`src/rtl/tank_life_ctrl_pkg.sv`:
```
// Shared definitions for the tank life-cycle controller and the score/LED display logic.
// Provides the state encoding (S_IDLE..S_DEAD), the typed state enum built on it and
// the width of the lives counter.
package tank_life_ctrl_pkg;

  localparam int unsigned LIVES_W = 3;
  localparam int unsigned STATE_W = 3;

  localparam logic [STATE_W-1:0] S_IDLE    = 3'd0;
  localparam logic [STATE_W-1:0] S_ALIVE   = 3'd1;
  localparam logic [STATE_W-1:0] S_BURST   = 3'd2;
  localparam logic [STATE_W-1:0] S_RESPAWN = 3'd3;
  localparam logic [STATE_W-1:0] S_INVULN  = 3'd4;
  localparam logic [STATE_W-1:0] S_DEAD    = 3'd5;

  typedef enum logic [STATE_W-1:0] {
    StIdle    = S_IDLE,
    StAlive   = S_ALIVE,
    StBurst   = S_BURST,
    StRespawn = S_RESPAWN,
    StInvuln  = S_INVULN,
    StDead    = S_DEAD
  } tank_state_e;

endpackage

```
`src/rtl/tank_life_ctrl_cycle_timer.sv`:
```
// Loadable 32-bit down-counter used to time the burst, respawn and invulnerable states.
// Ports:
//   clock     in   system clock
//   reset     in   synchronous, active-high reset
//   load      in   load load_val and arm the counter (wins over counting)
//   load_val  in   32-bit start value; the counter runs load_val+1 cycles
//   done      out  one-cycle pulse when the armed count reaches 0
// Once done fires the counter disarms and holds, so it never free-runs.
module tank_life_ctrl_cycle_timer (
  input  logic        clock,
  input  logic        reset,
  input  logic        load,
  input  logic [31:0] load_val,
  output logic        done
);

  logic [31:0] count_q;
  logic        armed_q;

  always_ff @(posedge clock) begin
    if (reset) begin
      count_q <= '0;
      armed_q <= 1'b0;
    end else if (load) begin
      count_q <= load_val;
      armed_q <= 1'b1;
    end else if (armed_q) begin
      if (count_q == '0) begin
        armed_q <= 1'b0;
      end else begin
        count_q <= count_q - 32'd1;
      end
    end
  end

  assign done = armed_q && (count_q == '0);

endmodule

```
`src/rtl/tank_life_ctrl.sv`:
```
// Per-tank life-cycle sequencer: hit -> burst sprite -> rojobot reset pulse -> invulnerable
// window -> alive again, with a lives counter and a game-over state.
// Ports:
//   clock      in   system clock
//   reset      in   synchronous, active-high reset (overrides everything)
//   start      in   begin a new game; honoured in IDLE and DEAD only
//   hit        in   tank hit (level or pulse); honoured in ALIVE only
//   burst      out  icon shows burst sprite
//   bot_reset  out  rojobot reset pulse
//   invuln     out  hits ignored (INVULN state)
//   visible    out  renderer should draw the tank
//   lives      out  lives remaining
//   game_over  out  high in DEAD
//   state      out  current state code, for debug/LEDs
// Build option: define INVULN_BLINK_EN to blink visible every BLINK_CYCLES during INVULN.
// All outputs are registered from the next state, so they track the state register.
module tank_life_ctrl
  import tank_life_ctrl_pkg::*;
#(
  parameter int unsigned BURST_CYCLES  = 32'h300_0000,
  parameter int unsigned RESET_PULSE   = 16,
  parameter int unsigned INVULN_CYCLES = 25_000_000,
  parameter int unsigned BLINK_CYCLES  = 3_125_000,
  parameter int unsigned LIVES         = 3
) (
  input  logic               clock,
  input  logic               reset,
  input  logic               start,
  input  logic               hit,
  output logic               burst,
  output logic               bot_reset,
  output logic               invuln,
  output logic               visible,
  output logic [LIVES_W-1:0] lives,
  output logic               game_over,
  output logic [STATE_W-1:0] state
);

  if (LIVES < 1 || LIVES > 7 || BLINK_CYCLES < 1) begin : g_param_check
    $error("tank_life_ctrl: LIVES must be 1..7 and BLINK_CYCLES nonzero");
  end

  // Timer reload values: a state lasting N cycles loads N-1 and exits on done.
  localparam logic [31:0] BurstLoad  = 32'(BURST_CYCLES - 1);
  localparam logic [31:0] PulseLoad  = 32'(RESET_PULSE - 1);
  localparam logic [31:0] InvulnLoad = 32'(INVULN_CYCLES - 1);
  localparam logic [LIVES_W-1:0] LivesInit = LIVES_W'(LIVES);

  tank_state_e        state_q, state_d;
  logic [LIVES_W-1:0] lives_q, lives_d;
  logic               burst_q, bot_reset_q, invuln_q, visible_q, game_over_q;
  logic               visible_base, visible_d;
  logic               timer_load, timer_done;
  logic [31:0]        timer_val;

  tank_life_ctrl_cycle_timer u_timer (
    .clock    (clock),
    .reset    (reset),
    .load     (timer_load),
    .load_val (timer_val),
    .done     (timer_done)
  );

  always_comb begin
    state_d    = state_q;
    lives_d    = lives_q;
    timer_load = 1'b0;
    timer_val  = '0;
    case (state_q)
      StIdle, StDead: begin
        if (start) begin
          state_d = StAlive;
          lives_d = LivesInit;
        end
      end
      StAlive: begin
        // Hit wins over a simultaneous start; start is not honoured here anyway.
        if (hit) begin
          state_d    = StBurst;
          lives_d    = lives_q - LIVES_W'(1);
          timer_load = 1'b1;
          timer_val  = BurstLoad;
        end
      end
      StBurst: begin
        if (timer_done) begin
          if (lives_q == '0) begin
            state_d = StDead;
          end else begin
            state_d    = StRespawn;
            timer_load = 1'b1;
            timer_val  = PulseLoad;
          end
        end
      end
      StRespawn: begin
        if (timer_done) begin
          state_d    = StInvuln;
          timer_load = 1'b1;
          timer_val  = InvulnLoad;
        end
      end
      StInvuln: begin
        if (timer_done) begin
          state_d = StAlive;
        end
      end
      default: state_d = StIdle;
    endcase
  end

  assign visible_base = (state_d == StAlive) || (state_d == StBurst) ||
                        (state_d == StRespawn) || (state_d == StInvuln);

`ifdef INVULN_BLINK_EN
  localparam logic [31:0] BlinkLast = 32'(BLINK_CYCLES - 1);

  logic [31:0] blink_cnt_q, blink_cnt_d;
  logic        blink_vis_q, blink_vis_d;

  // Counter sits at 0 with vis=1 outside INVULN, which gives the clear-on-entry
  // and show-on-entry behaviour for free.
  always_comb begin
    blink_cnt_d = '0;
    blink_vis_d = 1'b1;
    if ((state_d == StInvuln) && (state_q == StInvuln)) begin
      if (blink_cnt_q == BlinkLast) begin
        blink_cnt_d = '0;
        blink_vis_d = ~blink_vis_q;
      end else begin
        blink_cnt_d = blink_cnt_q + 32'd1;
        blink_vis_d = blink_vis_q;
      end
    end
  end

  always_ff @(posedge clock) begin
    if (reset) begin
      blink_cnt_q <= '0;
      blink_vis_q <= 1'b1;
    end else begin
      blink_cnt_q <= blink_cnt_d;
      blink_vis_q <= blink_vis_d;
    end
  end

  assign visible_d = (state_d == StInvuln) ? blink_vis_d : visible_base;
`else
  assign visible_d = visible_base;
`endif

  always_ff @(posedge clock) begin
    if (reset) begin
      state_q     <= StIdle;
      lives_q     <= '0;
      burst_q     <= 1'b0;
      bot_reset_q <= 1'b0;
      invuln_q    <= 1'b0;
      visible_q   <= 1'b0;
      game_over_q <= 1'b0;
    end else begin
      state_q     <= state_d;
      lives_q     <= lives_d;
      burst_q     <= (state_d == StBurst);
      bot_reset_q <= (state_d == StRespawn);
      invuln_q    <= (state_d == StInvuln);
      visible_q   <= visible_d;
      game_over_q <= (state_d == StDead);
    end
  end

  assign burst     = burst_q;
  assign bot_reset = bot_reset_q;
  assign invuln    = invuln_q;
  assign visible   = visible_q;
  assign lives     = lives_q;
  assign game_over = game_over_q;
  assign state     = state_q;

endmodule
```
`config.mk`:
```
export PLATFORM = sky130hd
export DESIGN_NAME = tank_life_ctrl
export DESIGN_NICKNAME = d
export VERILOG_FILES = /design/src/rtl/tank_life_ctrl_pkg.sv /design/src/rtl/tank_life_ctrl_cycle_timer.sv /design/src/rtl/tank_life_ctrl.sv
export SDC_FILE = /design/constraint.sdc
export NUM_CORES = 1
export LEC_CHECK = 0
export CORE_AREA = 2 2 72 74
export CTS_BUF_LIST = sky130_fd_sc_hd__clkbuf_16
export DETAILED_ROUTE_END_ITERATION = 8
export DIE_AREA = 0 0 74 76
export DONT_BUFFER_PORTS = 1
export PLACE_DENSITY_LB_ADDON = 0.05
export SKIP_CTS_REPAIR_TIMING = 1
export SLEW_MARGIN = 20
export SYNTH_ARGS = -nofsm -noshare
export SYNTH_HDL_FRONTEND = slang
export SYNTH_SLANG_ARGS = --single-unit
```
`constraint.sdc`:
```
create_clock -name clock -period 3.6 [get_ports clock]
set_clock_uncertainty 0.05 [all_clocks]
set_input_delay 0.72 -clock clock [delete_from_list [all_inputs] [get_ports clock]]
set_output_delay 0.72 -clock clock [all_outputs]
set_load 0.005 [all_outputs]
```
[After elaboration in Yosys (flattened, before gate mapping)]
Index checks and enable logic that the tools add are counted.
Operators by class
  add/subtract/negate cells: 2
  $mul: 0
  div/mod/pow operators: 0
  order comparisons: 0
  equality and inequality tests: 13
  shift operators: 0
  multiplexer cells: 26
  bitwise gates (word level): 0
  reductions and logical operators: 12
Operator list (count)
  32-bit 2-to-1 mux: 3
  26-bit case mux with 3 select lines: 1
  32-bit zero test: 1
  32-bit by 1-bit subtractor with 32-bit output (second input constant): 1
  26-bit 2-to-1 mux: 1
  25-bit 2-to-1 mux: 1
  3-bit 2-to-1 mux: 8
  3-bit case mux with 5 select lines: 1
  3-bit by 2-bit equality test with 1-bit output (second input constant): 4
  3-bit equality test (second input constant): 4
  4-bit 2-to-1 mux: 2
  1-bit 2-to-1 mux: 7
  3-bit by 1-bit equality test with 1-bit output (second input constant): 2
  3-bit zero test: 2
  2-bit inequality test (second input constant): 3
  3-bit case mux with 2 select lines: 1
  2-bit nonzero test: 2
  1-bit logical OR: 3
  1-bit case mux with 3 select lines: 1
  3-bit AND reduction: 1
  3-bit by 1-bit subtractor with 3-bit output (second input constant): 1
  2-bit AND reduction: 1
  2-bit OR reduction: 1
  1-bit logical AND: 1
Storage, ports and cells
  register bits after elaboration: 44
  latch bits: 0
  bits in writable memories: 0
  memory bits (read-only): 0
  output and inout bits: 11
  logic and storage cells: 62
  memories kept: 0

[Depth between registers and ports, before layout]
Gate-level depths: netlist (run 1).
  word-level depth: 8
  gate-level depth with buffers: 10
  gate-level depth less buffers: 8

[Cells and area by module]
A second synthesis (run 1) with hierarchy kept.
Unflattened totals
  cell total of the unflattened synthesis: 301
  area total of the unflattened synthesis: 2549.9 um^2
By module, submodules not included
  tank_life_ctrl_cycle_timer: instances 1, cells an instance 235, area an instance 1978.1 um^2, seq. area each 660.6 um^2
  tank_life_ctrl: instances 1, cells an instance 66, area an instance 571.8 um^2, seq. area each 220.2 um^2

[Least setup slack after synthesis (run 1)]
No wires, ideal clock.
  path type: register -> register
  from: register u_timer.count_q[7]
  to: register u_timer.count_q[21]
  data arrival time: 2.515 ns
  data required time: 3.462 ns
  slack: 0.947 ns
  stages on the path, launching flop included: 9
  cell sequence: dfxtp_1 > or4_1 > or4_1 > or4_1 > buf_2 > o21bai_4 > buf_6 > a21oi_1 > nor4_2
On the way
  cells in the longest elaborated chain, start to end: 6
  elaborated cells on any way between the ends: 14
  classes of those cells: add/sub (1); eq/ne (1); mux (8); reduce/logical (4)
Ends and longest elaborated chain
  start: declaration: RTL line tank_life_ctrl_cycle_timer.sv:17  | logic [31:0] count_q;
  start signal: assignment: RTL line tank_life_ctrl_cycle_timer.sv:25  | count_q <= load_val;
  start signal: assignment: RTL line tank_life_ctrl_cycle_timer.sv:31  | count_q <= count_q - 32'd1;
  parallel branches: the longest is 6 deep, another holds 32-bit by 1-bit subtractor with 32-bit output
Parallel ways; which one is timed is not known. The select of a mux whose other input is x is not followed.
A chain may end at the register's enable or synchronous reset.

[Worst setup path after layout (run 1)]
  from: register u_timer.count_q[7]
  to: register u_timer.count_q[11]
Same word-level chain as after synthesis.

==> reports/metrics.csv, run 1 <==
stage;metric;value;unit
clock_network;htreeDepth;2;
drt;dr_total_vias;2190;
worst_setup_path;timing.rr.start;u_timer.count_q[7]$_SDFFE_PP0P_;
global_routing;grt.overflow.total;0;
yosys;syn_inst;310;
global_routing;grtUsageTotal;0.226;
yosys;async_flop_share;0;
drt;avgRoutedWirePerCell;15.6;um
worst_setup_path;crit_arrival;3.31;ns
worst_setup_path;startpoint_type;flop;
clock_network;clkTransAtPathRegs;0.06;ns
sta;timing.hold.ws;0.435;ns
floorplanning;die-area;5620;um2
floorplanning;coreArea;4910;um2
clock_network;cts_root_buffer;clkbuf_16;
finish;fillers;460;
yosys;synth-edff-count;0;
global_routing;grt_max_degree;37;
sta;rsz0062_at_grt;no;
place;gp_congestion;0.813;
power_and_ir_drop;ir_drop;0.000306;V
floorplanning;io_pins;15;
sta;slew_viol_final;0;
global_routing;grt_first_pass_wirelength;9970;um
sta;period_share;0.885;
yosys;synth_flop_cell;dfxtp_1;
sta;fin_ws;0.413;ns
power_and_ir_drop;p_leak;0.000887;uW
place;portBuffers;0;
sta;period_minus_slack;3.19;ns
drt;drc;0;
yosys;yosysWarnings;0;
sta;setup_viol;0;
yosys;ys_ff_latch;44;
drt;wl;5820;um
hold_path;min_path_type;reg -> reg;
place;pre_cts_slack;0.518;ns
global_routing;grt_antenna_before_repair;0;
floorplanning;start_util;0.501;
floorplanning;fp.dieH;76;um
yosys;synthesis.area;2460;um2
place;place_hpwl;3990;um
yosys;yosysSeqAreaShare;0.358;
sta;max_freq;314;MHz
sta;hold_violations;0;
power_and_ir_drop;finalPower;1450;uW
finish;antennaDiodeCount;0;
power_and_ir_drop;cellPowerDensity;550;nW/um2
worst_setup_path;crit_fanout;11;
status;status;finished clean;
floorplanning;die_w;74;um
worst_setup_path;cp-startpoint;u_timer.count_q[7]$_SDFFE_PP0P_;
finish;fin_nets;311;
drt;detail_route.vias_per_cell;5.87;
drt;drtIter0Drc;106;
sta;setup_tns;0;ns
finish;finish.utilization;0.535;
finish;synthToLayoutAreaGrowth;6.82;%
hold_path;min-delay-start;u_timer.count_q[25]$_SDFFE_PP0P_;
clock_network;cts_tree;built;
job;drv_cap;0;
floorplanning;rows;26;
yosys;syn_nets;318;
global_routing;grt_pass1_vias;2061;
clock_network;cts_buffer_depth;2;
worst_setup_path;endpoint_kind;flop;
sta;slew_headroom;0.465;
sta;tightest_slew;0.796;ns
finish;drive_gt1_frac;0.0825;
yosys;syn_avg_cell_area;7.93;um2
drt;drtPass1Iterations;5;
drt;antenna_left;0;
clock_network;cts_sinks;44;
worst_setup_path;required;3.73;ns
clock_network;clk_latency;0.29;ns
clock_network;cts_buffers;5;
yosys;ys_types;46;
worst_setup_path;crit_type;reg -> reg;
==> power by group <==
part | leakage, uW | switching [uW] | internal (uW) | total (uW)
sequential | 0.000361 | 67.0 | 540 | 607
clock | 0.0000657 | 183 | 252 | 434
combinational | 0.000461 | 254 | 150 | 404
==> critical path, stage by stage, from the launching register on <==
cell	delay (ns)
dfxtp_1	0.36
nor4_1	0.69
nand2b_1	0.23
nor4_1	0.75
nand3_1	0.59
a21oi_1	0.34
nor4_2	0.07
==> Yosys cell counts (all sizes together), types with 5 or more instances <==
master,instances,area [um2]
clkbuf,14,52.6
nand2,22,82.6
nand3,13,65.1
nor2,41,154
dfxtp,44,881
xor2,11,96.3
inv,9,33.8
o21ai,5,25.0
nand2b,5,31.3
or4,7,52.6
nor3,28,140
nor4,19,181
nand4,6,37.5
a21oi,27,139
==> final timing paths <==
check,to,slack [ns],depth (start not counted)
max,u_timer.count_q[11]$_SDFFE_PP0P_,0.41,6
min,u_timer.count_q[25]$_SDFFE_PP0P_,0.43,1
max reg2reg,u_timer.count_q[11]$_SDFFE_PP0P_,0.41,6
min reg2reg,u_timer.count_q[25]$_SDFFE_PP0P_,0.43,1
==> cells in the final DEF, fill, tap and decap left out, drive strengths merged, types with 4 or more instances in the layout <==
cell type | Yosys | final
a21oi | 27 | 27
nor2 | 41 | 41
nand2b | 5 | 5
buf | 4 | 4
nor3 | 28 | 28
inv | 9 | 9
a31oi | 4 | 4
dfxtp | 44 | 44
xor2 | 11 | 11
a311oi | 4 | 4
xnor2 | 4 | 4
nand3 | 13 | 13
ha | 4 | 4
or4 | 7 | 7
nand4 | 6 | 6
clkbuf | 14 | 5
o21ai | 5 | 5
nand2 | 22 | 22
nor4 | 19 | 19
==> cell type report <==
type	instances	area [um2]	area share
clock inverters	2	12.5	0.00476
inverters	9	33.8	0.0129
repair buffers	4	30.0	0.0114
well taps	70	87.6	0.0333
multi-input cells	239	1460	0.555
flip-flops and latches	44	881	0.335
clock buffers	5	125	0.0476
==> through the flow <==
stage / instance area, um2 / instances
final: 2630 / 373
after detailed placement: 2490 / 366
after global routing: 2630 / 373
after CTS: 2630 / 373
after global placement: 2490 / 366
after floorplan: 2460 / 310
==> sequential cells by signal (all words and copies together) (netlist names) <==
signal	flops
invuln	1
lives	3
state	3
bot_reset	1
u_timer.count_q	32
burst	1
u_timer.armed_q	1
game_over	1
visible	1
==> kinds of logic (layout without fill, tap and decap cells) <==
group / after synthesis / count (layout) / synth area share
AO/OA/AOI/OAI: 59 / 59 / 0.157
XOR/XNOR: 15 / 15 / 0.0534
AND/OR/NAND/NOR: 160 / 160 / 0.358
buffers and inverters: 27 / 20 / 0.0494
multiplexers: 1 / 1 / 0.00407
adder cells (fa/ha/maj): 4 / 4 / 0.0204
flip-flops: 44 / 44 / 0.358
==> routing by layer <==
layer,share of wire,GRT usage
met5,0,0
met4,0.013,0.0673
met3,0.047,0.0542
met2,0.45,0.339
met1,0.49,0.318
Note: power is estimated with default switching activity, not from simulation.
==> inputs of run 2 (changes only) <==
--- a/config.mk
+++ b/config.mk
@@ -5,10 +5,13 @@
 export SDC_FILE = /design/constraint.sdc
 export NUM_CORES = 1
 export LEC_CHECK = 0
-export CORE_AREA = 2 2 72 74
+export CAP_MARGIN = 5
+export CELL_PAD_IN_SITES_DETAIL_PLACEMENT = 1
+export CELL_PAD_IN_SITES_GLOBAL_PLACEMENT = 1
+export CORE_AREA = 2 2 76 78
 export CTS_BUF_LIST = sky130_fd_sc_hd__clkbuf_16
 export DETAILED_ROUTE_END_ITERATION = 8
-export DIE_AREA = 0 0 74 76
+export DIE_AREA = 0 0 78 80
 export DONT_BUFFER_PORTS = 1
 export PLACE_DENSITY_LB_ADDON = 0.05
 export SKIP_CTS_REPAIR_TIMING = 1
==> reports/metrics.csv, run 2 (synthesis results as in run 1) <==
stage;metric;value;unit;change
worst_setup_path;reg2reg_depth;6;;unchanged
finish;antennaDiodeCount;0;;unchanged
clock_network;cts_buffers;5;;unchanged
worst_setup_path;timing.rr.start;u_timer.count_q[7]$_SDFFE_PP0P_;;unchanged
worst_setup_path;r2r_end;u_timer.count_q[22]$_SDFFE_PP0P_;;was u_timer.count_q[11]$_SDFFE_PP0P_
global_routing;grt_pass1_vias;2262;;was 2061
sta;slew_headroom;0.492;;was 0.465
place;portBuffers;0;;unchanged
global_routing;grtUsageTotal;0.226;;about the same
drt;avgRoutedWirePerCell;17.1;um;was 15.6 um
clock_network;cts_root_buffer;clkbuf_16;;unchanged
clock_network;clkTransAtPathRegs;0.06;ns;about the same
floorplanning;coreArea;5410;um2;was 4910 um2
worst_setup_path;r2r_slack;0.59;ns;was 0.41 ns
worst_setup_path;crit_arrival;3.17;ns;was 3.31 ns
power_and_ir_drop;seq_power_share;0.387;;was 0.420
power_and_ir_drop;combPwrFrac;0.275;;was 0.280
sta;slew_viol_final;0;;unchanged
finish;layout_commonest_cell;dfxtp_1;;unchanged
floorplanning;io_pins;15;;unchanged
global_routing;grt_use_met3;0.0373;;was 0.0542
sta;tightest_slew;0.756;ns;was 0.796 ns
finish;fillers;671;;was 460
global_routing;use_met2;0.396;;was 0.339
clock_network;htreeDepth;2;;unchanged
job;drv_cap;0;;unchanged
floorplanning;die-area;6240;um2;was 5620 um2
hold_path;min-delay-start;u_timer.count_q[22]$_SDFFE_PP0P_;;was u_timer.count_q[25]$_SDFFE_PP0P_
finish;synthToLayoutAreaGrowth;9.57;%;was 6.82%
power_and_ir_drop;internal_power;1040;uW;was 942 uW
finish;regMostFlops;u_timer.count_q;;unchanged
drt;detail_route.vias_per_cell;5.92;;was 5.87
finish;fin_nets;315;;was 311
sta;period_minus_slack;3.01;ns;was 3.19 ns
global_routing;grt_antenna_before_repair;0;;unchanged
hold_path;min_path_type;reg -> reg;;unchanged
clock_network;cts_sinks;44;;unchanged
global_routing;grt.overflow.total;0;;unchanged
drt;wl;6490;um;was 5820 um
sta;timing.hold.ws;0.436;ns;was 0.435 ns
global_routing;grt_max_degree;37;;unchanged
clock_network;clk_latency;0.28;ns;was 0.29 ns
power_and_ir_drop;ir_drop;0.000327;V;was 0.000306 V
global_routing;busiest_layer;met2;;unchanged
sta;period_share;0.836;;was 0.885
drt;drtIter0Drc;147;;was 106
power_and_ir_drop;p_sw;536;uW;was 504 uW
drt;antenna_left;0;;unchanged
power_and_ir_drop;cellPowerDensity;583;nW/um2;was 550 nW/um2
sta;setup_tns;0;ns;unchanged
worst_setup_path;startpoint_type;flop;;unchanged
drt;drtPass1Iterations;4;;was 5
global_routing;grt_first_pass_wirelength;11100;um;was 9970 um
worst_setup_path;required;3.76;ns;was 3.73 ns
clock_network;cts_buffer_depth;2;;unchanged
worst_setup_path;crit_type;reg -> reg;;unchanged
floorplanning;die_w;78;um;was 74 um
hold_path;hold_end;u_timer.count_q[22]$_SDFFE_PP0P_;;was u_timer.count_q[25]$_SDFFE_PP0P_
sta;setup_viol;0;;unchanged
worst_setup_path;crit_fanout;23;;was 11
drt;drc;0;;unchanged
floorplanning;start_util;0.455;;was 0.501
worst_setup_path;endpoint_kind;flop;;unchanged
status;status;finished clean;;unchanged
power_and_ir_drop;p_sw_frac;0.341;;was 0.348
finish;fin_area;2690;um2;was 2630 um2
place;place_area;2520;um2;was 2490 um2
finish;layout_common_cells;dfxtp_1, nor2_1, nor3_1;;unchanged
place;place_hpwl;4510;um;was 3990 um
sta;hold_violations;0;;unchanged
global_routing;grtUsageMet1;0.293;;was 0.318
clock_network;cts_tree;built;;unchanged
sta;max_freq;332;MHz;was 314 MHz
hold_path;holdPathStages;2;;was 1
place;gp_congestion;0.792;;was 0.813
sta;rsz0062_at_grt;no;;unchanged
drt;dr_total_vias;2250;;was 2190
power_and_ir_drop;clockPowerShare;0.338;;was 0.300
floorplanning;fp.dieH;80;um;was 76 um
finish;finish.utilization;0.498;;was 0.535
finish;drive_gt1_frac;0.0974;;was 0.0825
finish;largest_reg_flops;32;;unchanged
power_and_ir_drop;p_leak;0.000925;uW;was 0.000887 uW
floorplanning;rows;27;;was 26
## run 2: worst max-delay path, stage by stage, from the launching register on
cell	delay [ns]
dfxtp_1	0.36
or4_1	0.55
or4_1	0.44
or4_1	0.59
o21bai_4	0.51
o21ai_0	0.19
a211oi_1	0.24
## run 2: area by class of cell
class	count	area (um2)	share of cell area
Clock inverter	3	47.5	0.0176
Clock buffer	5	125	0.0464
Multi-Input combinational cell	239	1460	0.541
Sequential cell	44	881	0.327
Tap cell	72	90.1	0.0334
Timing Repair Buffer	8	60.1	0.0223
Inverter	9	33.8	0.0125
## run 2: per-layer routing
layer  routed length [um]  share of wire  up-vias
met5                    0              0        -
met1                 3080           0.48     1092
met2                 3130           0.48       29
met3                  230          0.035        6
met4                   47         0.0072        0
li1                     -              -     1123
## run 2: metrics by stage
stage	cells	power, uW	setup WS [ns]
after detailed placement	372	1050	0.585
after global routing	380	1670	0.359
final	380	1570	0.590
after global placement	372	1040	0.652
after CTS	380	1580	0.575
after floorplan	310	932	0.947
## run 2: power by group through the flow
stage / clock network, uW / logic (uW) / registers [uW]
2_1_floorplan: 0 / 339 / 593
3_3_place_gp: 0 / 424 / 616
3_5_place_dp: 0 / 433 / 618
4_1_cts: 541 / 435 / 608
5_1_grt: 562 / 489 / 619
6_report: 531 / 432 / 608
## run 2: how the worst max path moves through the flow
stage,startpoint,end,slack (ns),cells past startpoint
CTS,u_timer.count_q[7]$_SDFFE_PP0P_,u_timer.count_q[22]$_SDFFE_PP0P_,0.58,6
detailed placement,u_timer.count_q[7]$_SDFFE_PP0P_,u_timer.count_q[22]$_SDFFE_PP0P_,0.59,6
floorplan,u_timer.count_q[7]$_SDFFE_PP0P_,u_timer.count_q[21]$_SDFFE_PP0P_,0.95,8
finish,u_timer.count_q[7]$_SDFFE_PP0P_,u_timer.count_q[22]$_SDFFE_PP0P_,0.59,6
global route,u_timer.count_q[7]$_SDFFE_PP0P_,u_timer.count_q[22]$_SDFFE_PP0P_,0.36,6
global placement,u_timer.count_q[7]$_SDFFE_PP0P_,u_timer.count_q[22]$_SDFFE_PP0P_,0.65,6
